## config.mk

```make
export PLATFORM = sky130hd
export DESIGN_NAME = pipeline_hazard_ctrl
export DESIGN_NICKNAME = d
export VERILOG_FILES = /design/src/rtl/cpu_types_pkg.sv /design/src/rtl/hazard_stat_ctr.sv /design/src/rtl/pipeline_hazard_ctrl.sv
export SDC_FILE = /design/constraint.sdc
export NUM_CORES = 1
export LEC_CHECK = 0
export ABC_AREA = 1
export CAP_MARGIN = 15
export CORE_MARGIN = 5
export CORE_UTILIZATION = 38
export CTS_CLUSTER_SIZE = 16
export DETAILED_ROUTE_END_ITERATION = 10
export PLACE_DENSITY = 0.87
export SETUP_SLACK_MARGIN = 0.5
export SLEW_MARGIN = 20
export SYNTH_ARGS = -nofsm -noshare
export SYNTH_HDL_FRONTEND = slang
export SYNTH_SLANG_ARGS = --single-unit
```

## constraint.sdc

```tcl
create_clock -name CLK -period 1.7 [get_ports CLK]
set_input_delay 0.34 -clock CLK [delete_from_list [all_inputs] [get_ports CLK]]
set_output_delay 0.34 -clock CLK [all_outputs]
set_load 0.01 [all_outputs]
```

## src/rtl/cpu_types_pkg.sv

```systemverilog
// Shared types for the pipeline control slice: register-select type and
// the hazard controller state encoding.
package cpu_types_pkg;

  localparam int unsigned REGBITS_W = 5;

  typedef logic [REGBITS_W-1:0] regbits_t;

  typedef enum logic [1:0] {
    RUN,
    BUBBLE,
    REDIRECT,
    HALTED
  } hazard_state_t;

endpackage

```

## src/rtl/hazard_stat_ctr.sv

```systemverilog
// Saturating event counter used for hazard statistics; clears on RST and
// holds at all-ones once reached.
module hazard_stat_ctr #(
  parameter int unsigned W = 32
) (
  input  logic         CLK,
  input  logic         RST,
  input  logic         inc,
  output logic [W-1:0] cnt
);

  logic [W-1:0] cnt_q, cnt_d;

  always_comb begin
    cnt_d = cnt_q;
    if (inc && (cnt_q != '1)) cnt_d = cnt_q + 1'b1;
  end

  always_ff @(posedge CLK) begin
    if (RST) cnt_q <= '0;
    else     cnt_q <= cnt_d;
  end

  assign cnt = cnt_q;

endmodule

```

## src/rtl/pipeline_hazard_ctrl.sv

```systemverilog
// Stall/flush controller for the 5-stage pipeline (load-use, D-miss freeze,
// EX redirect squash, HALT). Define HAZARD_STATS_EN to add statistic counters.
module pipeline_hazard_ctrl
  import cpu_types_pkg::*;
#(
  parameter int unsigned LOADUSE_BUBBLES = 1,
  parameter int unsigned REG_W           = 5,
  parameter int unsigned STAT_W          = 32
) (
  input  logic             CLK,
  input  logic             RST,
  input  logic             ihit,
  input  logic             dhit,
  input  logic [REG_W-1:0] ifid_rs,
  input  logic [REG_W-1:0] ifid_rt,
  input  logic             ifid_uses_rt,
  input  logic             idex_dREN,
  input  logic [REG_W-1:0] idex_wsel,
  input  logic             ex_redirect,
  input  logic             exmem_dREN,
  input  logic             exmem_dWEN,
  input  logic             memwb_halt,
  output logic             pc_en,
  output logic             ifid_en,
  output logic             ifid_flush,
  output logic             idex_en,
  output logic             idex_flush,
  output logic             exmem_en,
  output logic             memwb_en,
  output logic             halted
`ifdef HAZARD_STATS_EN
  ,
  output logic [STAT_W-1:0] stat_stall_cyc,
  output logic [STAT_W-1:0] stat_flush_cnt
`endif
);

  if (LOADUSE_BUBBLES < 1 || LOADUSE_BUBBLES > 3 || STAT_W < 1) begin : g_bad_cfg
    $error("pipeline_hazard_ctrl: unsupported parameter set");
  end

  hazard_state_t state_q, state_d;
  logic [1:0]    bub_q, bub_d;

  logic mem_stall, advance, loaduse;

  assign mem_stall = (exmem_dREN | exmem_dWEN) & ~dhit;
  assign advance   = ihit & ~mem_stall;
  assign loaduse   = idex_dREN & (idex_wsel != '0) &
                     ((idex_wsel == ifid_rs) | (ifid_uses_rt & (idex_wsel == ifid_rt)));

  always_comb begin
    state_d    = state_q;
    bub_d      = bub_q;
    pc_en      = 1'b0;
    ifid_en    = 1'b0;
    ifid_flush = 1'b0;
    idex_en    = 1'b0;
    idex_flush = 1'b0;
    exmem_en   = 1'b0;
    memwb_en   = 1'b0;
    halted     = 1'b0;
    if (RST) begin
      state_d = RUN;
      bub_d   = '0;
    end else if (state_q == HALTED || memwb_halt) begin
      state_d = HALTED;
      halted  = 1'b1;
    end else if (mem_stall) begin
      // Full freeze: state and bubble count held so nothing pending is lost.
    end else if (!advance) begin
      exmem_en   = 1'b1;
      memwb_en   = 1'b1;
      idex_flush = 1'b1;
      if (ex_redirect) begin
        state_d = REDIRECT;
        bub_d   = '0;
      end
    end else if (ex_redirect || state_q == REDIRECT) begin
      pc_en      = 1'b1;
      ifid_flush = 1'b1;
      idex_flush = 1'b1;
      exmem_en   = 1'b1;
      memwb_en   = 1'b1;
      state_d    = RUN;
      bub_d      = '0;
    end else if (state_q == BUBBLE || loaduse) begin
      exmem_en   = 1'b1;
      memwb_en   = 1'b1;
      idex_flush = 1'b1;
      if (state_q == BUBBLE) begin
        bub_d = 2'(bub_q - 2'd1);
        if (bub_q == 2'd1) state_d = RUN;
      end else if (LOADUSE_BUBBLES > 1) begin
        state_d = BUBBLE;
        bub_d   = 2'(LOADUSE_BUBBLES - 1);
      end
    end else begin
      pc_en    = 1'b1;
      ifid_en  = 1'b1;
      idex_en  = 1'b1;
      exmem_en = 1'b1;
      memwb_en = 1'b1;
    end
  end

  always_ff @(posedge CLK) begin
    state_q <= state_d;
    bub_q   <= bub_d;
  end

`ifdef HAZARD_STATS_EN
  logic stall_inc, redirect_fire;

  assign stall_inc     = ~pc_en & ~halted;
  // Only a redirect fire raises pc_en together with ifid_flush.
  assign redirect_fire = pc_en & ifid_flush;

  hazard_stat_ctr #(.W(STAT_W)) u_stall_ctr (
    .CLK (CLK),
    .RST (RST),
    .inc (stall_inc),
    .cnt (stat_stall_cyc)
  );

  hazard_stat_ctr #(.W(STAT_W)) u_flush_ctr (
    .CLK (CLK),
    .RST (RST),
    .inc (redirect_fire),
    .cnt (stat_flush_cnt)
  );
`endif

endmodule
```

==> results <==
==> final timing paths <==
kind | startpoint | endpoint | cells after the start
max | state_q[1] | idex_flush | 5
min | bub_q[1] | bub_q[1] | 2
max reg2reg | state_q[0] | state_q[0] | 11
min reg2reg | bub_q[1] | bub_q[1] | 2
==> cell families after synthesis <==
| logic type | synth area share |
|---|---|
| AO/OA/AOI/OAI | 0.1118 |
| adder cells (fa/ha/maj) | 0.02032 |
| flip-flops | 0.1301 |
| XOR/XNOR | 0.02846 |
| AND/OR/NAND/NOR | 0.5447 |
| buffers and inverters | 0.1646 |
==> critical path, cell delays in order (launching register included) <==
cell and delay [ns]:
dfxtp_4 0.36, a21oi_4 0.18, nand2_4 0.11, nor2_4 0.12, a21boi_2 0.15, buf_2 0.13
==> area by class of cell <==
class,count,area [µm²],share of cell area
Clock buffer,3,22.52,0.01865
Inverter,23,91.34,0.07565
Multi-Input combinational cell,82,568.0,0.4705
Sequential cell,4,87.58,0.07254
Tap cell,16,20.02,0.01658
Timing Repair Buffer,56,417.9,0.3461
==> synth_stat cells, types with 2 or more instances <==
cell type	number	area (µm²)
nor2_1	20	75.07
inv_2	2	7.510
nand3_2	2	20.02
inv_1	21	78.83
buf_4	2	15.01
nand2_1	36	135.1
dfxtp_1	4	80.08
nand3_1	4	20.02
nand4_1	3	18.77
o21ai_0	3	15.01
a21oi_4	2	32.53
==> power groups by stage <==
stage               clock network, mW  logic [mW]  registers, mW
floorplan                           0       0.130          0.116
global placement                    0       0.254          0.117
detailed placement                  0       0.266          0.117
CTS                             0.125       0.289          0.115
global route                    0.138       0.359          0.119
finish                          0.119       0.332          0.118
==> what timing repair did <==
item | in CTS | in global routing
endpoints found under the setup margin | 12 | 12
hold endpoints to repair | 0 | 0
buffers inserted | 5 | 5
gates resized for setup | 132 | 16
pin swaps | 33 | 12
==> state kept, by name, indices dropped and copies added, names as in the netlist <==
signal   cells
state_q      2
bub_q        2
==> routing by layer <==
layer / vias to the layer above / track usage / wire, µm
met4: 0 / 0.06550 / 62
met3: 6 / 0.05621 / 153
met1: 420 / 0.1950 / 892
met2: 33 / 0.3661 / 1316
li1: 453 / - / -
met5: - / 0 / 0
==> cells in the final DEF, fill, tap and decap left out, types with 3 or more instances in the layout <==
master and instances:
buf_2 19, buf_4 20, buf_6 8, clkbuf_4 3
clkdlybuf4s15_1 3, dlygate4sd2_1 6, inv_1 16, inv_2 5
nand2_1 27, nand2_2 8, nand2_4 3, nand3_1 3
nand3_4 3, nand4_1 3, nor2_1 10, nor2_2 4
nor2_4 6
==> through the flow <==
stage,area [µm²],cells,hold WS [ns],power [mW],TNS (ns)
finish,1207,184,0.4747,0.5691,0
global route,1207,184,0.5002,0.6164,-0.05223
CTS,1125,179,0.4909,0.5295,0
detailed placement,1080,171,0.4790,0.3830,-5.107
global placement,1080,171,0.4511,0.3707,-4.409
floorplan,653.1,111,0.4091,0.2457,0
==> flow_summary.toml <==
[run_status]
status = "complete, no violations"

[setup_path]
critical_path_class = "reg2out"
end_kind = "output pin"
critical_path_arrival_ns = 1.29
cp-start-kind = "register"
crit_fanout = 4
r2r_setup_slack_ns = 0.23
cp.required_ns = 1.36

[die]
dieWidth_um = 50.25
initial_core_util = 0.4039
io_pins = 33
coreArea_um2 = 1524
rows = 14
die_h_um = 50.25
dieArea_um2 = 2525

[placed_design]
dp_slack_ns = -0.7811
port_buffers = 32
gp_routability_congestion = 0.8383
hpwl_mm = 1.724

[pwr]
swShare = 0.3869
p_sw_uw = 220.2
powerDensity_nw_per_um2 = 471.3
leakagePower_nw = 0.6466
pwr-share-clk = 0.209
comb_power_share = 0.584
seq_power_share = 0.207
p_int_uw = 348.9
peakVddDrop_mv = 0.5808

[finish]
final_util = 0.7923
area_delta_synth_final_pct = 96.14
drive_gt1_frac = 0.5536
antenna_cells = 0
final_nets = 196
fillCellCount = 111

[clocking]
h-tree-depth = 1
insertion_delay_ns = 0.24
cts_hold_buf = 0
clock-sinks = 4
cts_root_buffer = "clkbuf_4"
cts-buffers-inserted = 3
cts_tree = "done"
clkTransAtPathRegs_ns = 0.04
cts_buffer_depth = 2

[synthesis]
synth-edff-count = 0
netlist_area_um2 = 615.6
yosysSeqAreaShare = 0.1301
synthDistinctLibCells = 23
ys.flop_type = "dfxtp_1"
syn_area_per_cell_um2 = 5.546
synth_fp_nets = 137
ys_ff_latch = 4
async_reset_ff_frac = 0
netlist_instances = 111
yosys_warnings = 0

[grt]
antenna_found_initial = 0
grt_pass1_vias = 923
overflow = 0
grt_max_degree = 6
grt.total_usage = 0.1925
grt_pass1_wl_mm = 3.822

[flow_run]
timing.max_cap.violations = 0

[detailed_routing]
drtIter0Drc = 10
antenna_left = 0
first_pass_iters = 4
routedWlPerCell_um = 13.18
via_per_inst = 4.957
routed_wl_mm = 2.425
drc = 0
routed-via-count = 912

[timing]
max_freq_ghz = 0.6121
clock_skew_ns = 0.005222
worst_slew_pin_slew_ns = 0.1890
rsz0062_at_grt = "yes"
relSlewSlack = 0.8740
post-route-min-period_ns = 1.634
min_period_over_period = 0.9610
final_hold_viol_count = 0
finalMaxSlewViolations = 0
timing.final.ws_setup_ns = 0.06630
setup_viol = 0

[worst_hold_path]
min_path_type = "reg2reg"
(Power assumes the default switching activity.)
==> variant (same settings) <==
Re-encode `hazard_state_t` (4 states) as Gray code, 2 bits wide.
--- a/src/rtl/cpu_types_pkg.sv
+++ b/src/rtl/cpu_types_pkg.sv
@@ -7,10 +7,10 @@
   typedef logic [REGBITS_W-1:0] regbits_t;
 
   typedef enum logic [1:0] {
-    RUN,
-    BUBBLE,
-    REDIRECT,
-    HALTED
+    RUN      = 2'b00,
+    BUBBLE   = 2'b01,
+    REDIRECT = 2'b11,
+    HALTED   = 2'b10
   } hazard_state_t;
 
 endpackage
Check against the original RTL: same outputs for any inputs over 10 cycles, from zero or initial values and one cycle with RST high; not proved beyond that.
==> variant against the original RTL <==
- register-to-register slack got worse by 0.15 ns
- first-iteration DRC count grew to 3.9 times the old value
- routed wire length grew 26%
- design area is 2.1% higher
- total power shrank 9.8%
- global-route usage is 3.2 points higher
- worst setup slack worse by 0.043 ns
- count of clock-buffer cells in the layout did not move
- sequential cell count unchanged
- area after synthesis is 8.7% lower
- critical path type unchanged
==> variant: results (changes against the original RTL) <==
outcome completed; top flop regs bub_q x2, state_q x2; Synth Area in XOR/XNOR 0.0156 (-0.0129); worst slew margin relative to its limit 0.834 (-0.0404); slowest stage cell on the critical path dfxtp_2; data arrival time of the worst path 1.34 ns (+0.05 ns); ratio of cells with drive above 1 in the final layout 0.612 (+0.0585); Worst R2R End state_q[1]$_SDFFE_PP0P_; number of nets produced by synthesis 133 (-2.9%); power spent charging and discharging nets 0.194 mW (-12%); number of different library cells in the post-synthesis netlist 20 (-13%); total track usage 0.224 (+0.0317); family with the most delay on the worst path buffers and inverters; Post-Place Setup Slack -0.702 ns (+0.0795 ns); post-synthesis compound-gate area fraction 0.131 (+0.0196); leading post-synthesis cells by cell area nand2_1 22%, dfxtp_1 14%, inv_1 12%, nor2_1 9.4%, o21ai_1 5.3%; post-synthesis adder-cell area fraction 0.0223 (+0.00195); clk_skew 0.00869 ns (+0.00347 ns); vias after detailed routing 952 (+4.4%); proportion of synthesized chip area in sequential cells 0.143 (+0.0125); synth cell count leaders 33 x nand2_1, 18 x inv_1, 14 x nor2_1, 6 x o21ai_1; initial drt markers 39 (+29); Slowest Stage Delay on Critical Path 0.33 ns (-0.03 ns); number of global-route vias before repair 903 (-2.2%); insertion delay of the later-clocked pin in the worst-skew pair 0.24 ns (about the same); sink of the worst hold path bub_q[1]$_SDFFE_PP0P_; startpoint of the worst-slack reg-to-reg timing path state_q[0]$_SDFFE_PP0P_; maximum resistive drop on vdd 0.000671 V (+16%); Leakage Power 0.653 nW (+0.98%); Register-to-Register Path Depth 12 (+1); reg2reg setup slack 0.08 ns (-0.15 ns); leading register cell type out of synthesis dfxtp_1; final worst-path cycle share 0.986 (+0.0251); HPWL after detailed placement 1.47 mm (-15%); wire length of the first global-routing pass 4.24 mm (+11%); number of antenna diodes 0 (unchanged); detail-routed net length per standard cell 17.0 microns (+29%); final weighted congestion in routability-driven placement 0.783 (-6.6%); nets@finish 193 (-1.5%)
-- variant: cell count changes after synthesis, sizes merged --
cell,unedited run,this run
nor2,20,18
and3,0,2
xor2,1,0
o21ai,4,7
a21boi,1,0
a21oi,3,4
or2,1,0
o21bai,0,1
nand2,38,37
nand4,4,1
nand3,7,5
-- variant: how the worst max path moves through the flow --
stage,depth (start not counted),to,from
2_1_floorplan,6,ifid_en,state_q[0]$_SDFFE_PP0P_
3_3_place_gp,12,idex_flush,idex_wsel[4]
3_5_place_dp,12,idex_flush,idex_wsel[0]
4_1_cts,8,pc_en,state_q[1]$_SDFFE_PP0P_
5_1_grt,12,idex_flush,idex_wsel[4]
6_report,8,idex_flush,state_q[0]$_SDFFE_PP0P_
-- variant: tightest hold or removal path, cell delays in order (launching register included) --
cell and delay, ns:
dfxtp_1 0.30, inv_1 0.08, a21oi_2 0.05
-- variant: metrics by stage --
step | util | instance area [sq um] | hold WS [ns] | TNS [ns] | cells
final | 0.913 | 1230 | 0.481 | 0 | 180
after global placement | 0.742 | 1000 | 0.451 | -4.15 | 164
after floorplan | - | 592 | 0.433 | 0 | 107
after CTS | 0.819 | 1110 | 0.479 | 0 | 175
after detailed placement | 0.742 | 1000 | 0.466 | -4.40 | 164
after global routing | 0.913 | 1230 | 0.517 | -0.280 | 180
-- variant: layer usage --
| layer | track usage | share of wire | routed length (microns) |
|---|---|---|---|
| met4 | 0.0852 | 0.041 | 125 |
| met1 | 0.246 | 0.39 | 1200 |
| met2 | 0.398 | 0.51 | 1560 |
| met5 | 0 | 0 | 0 |
| met3 | 0.0673 | 0.053 | 162 |
-- variant: what timing repair did --
item	4_1_cts	5_1_grt
pin swaps	38	20
cloned	0	0
endpoints found under the setup margin	12	12
setup buffers	8	5
gates resized for setup	122	37
-- variant: power by group through the flow --
stage	Sequential [mW]	Clock [mW]	Combinational, mW
after floorplan	0.104	0	0.0909
after global placement	0.104	0	0.201
after detailed placement	0.104	0	0.207
after CTS	0.103	0.122	0.226
after global routing	0.104	0.142	0.303
final	0.104	0.124	0.285
-- variant: cells by family (layout without fill, tap and decap cells) --
kind of cell	Yosys count	after routing
simple gates	64	64
buf+inv	25	83
compound gates	12	12
flops	4	4
fa+ha+maj	1	1
xor+xnor	1	1
-- variant: layout make-up --
class                   count  area, sq um
repair buffers             57          488
inverters                  23         96.3
well taps                  15         18.8
fillers                    58          118
clock buffers               3         22.5
flip-flops and latches      4         82.6
multi-input cells          78          524
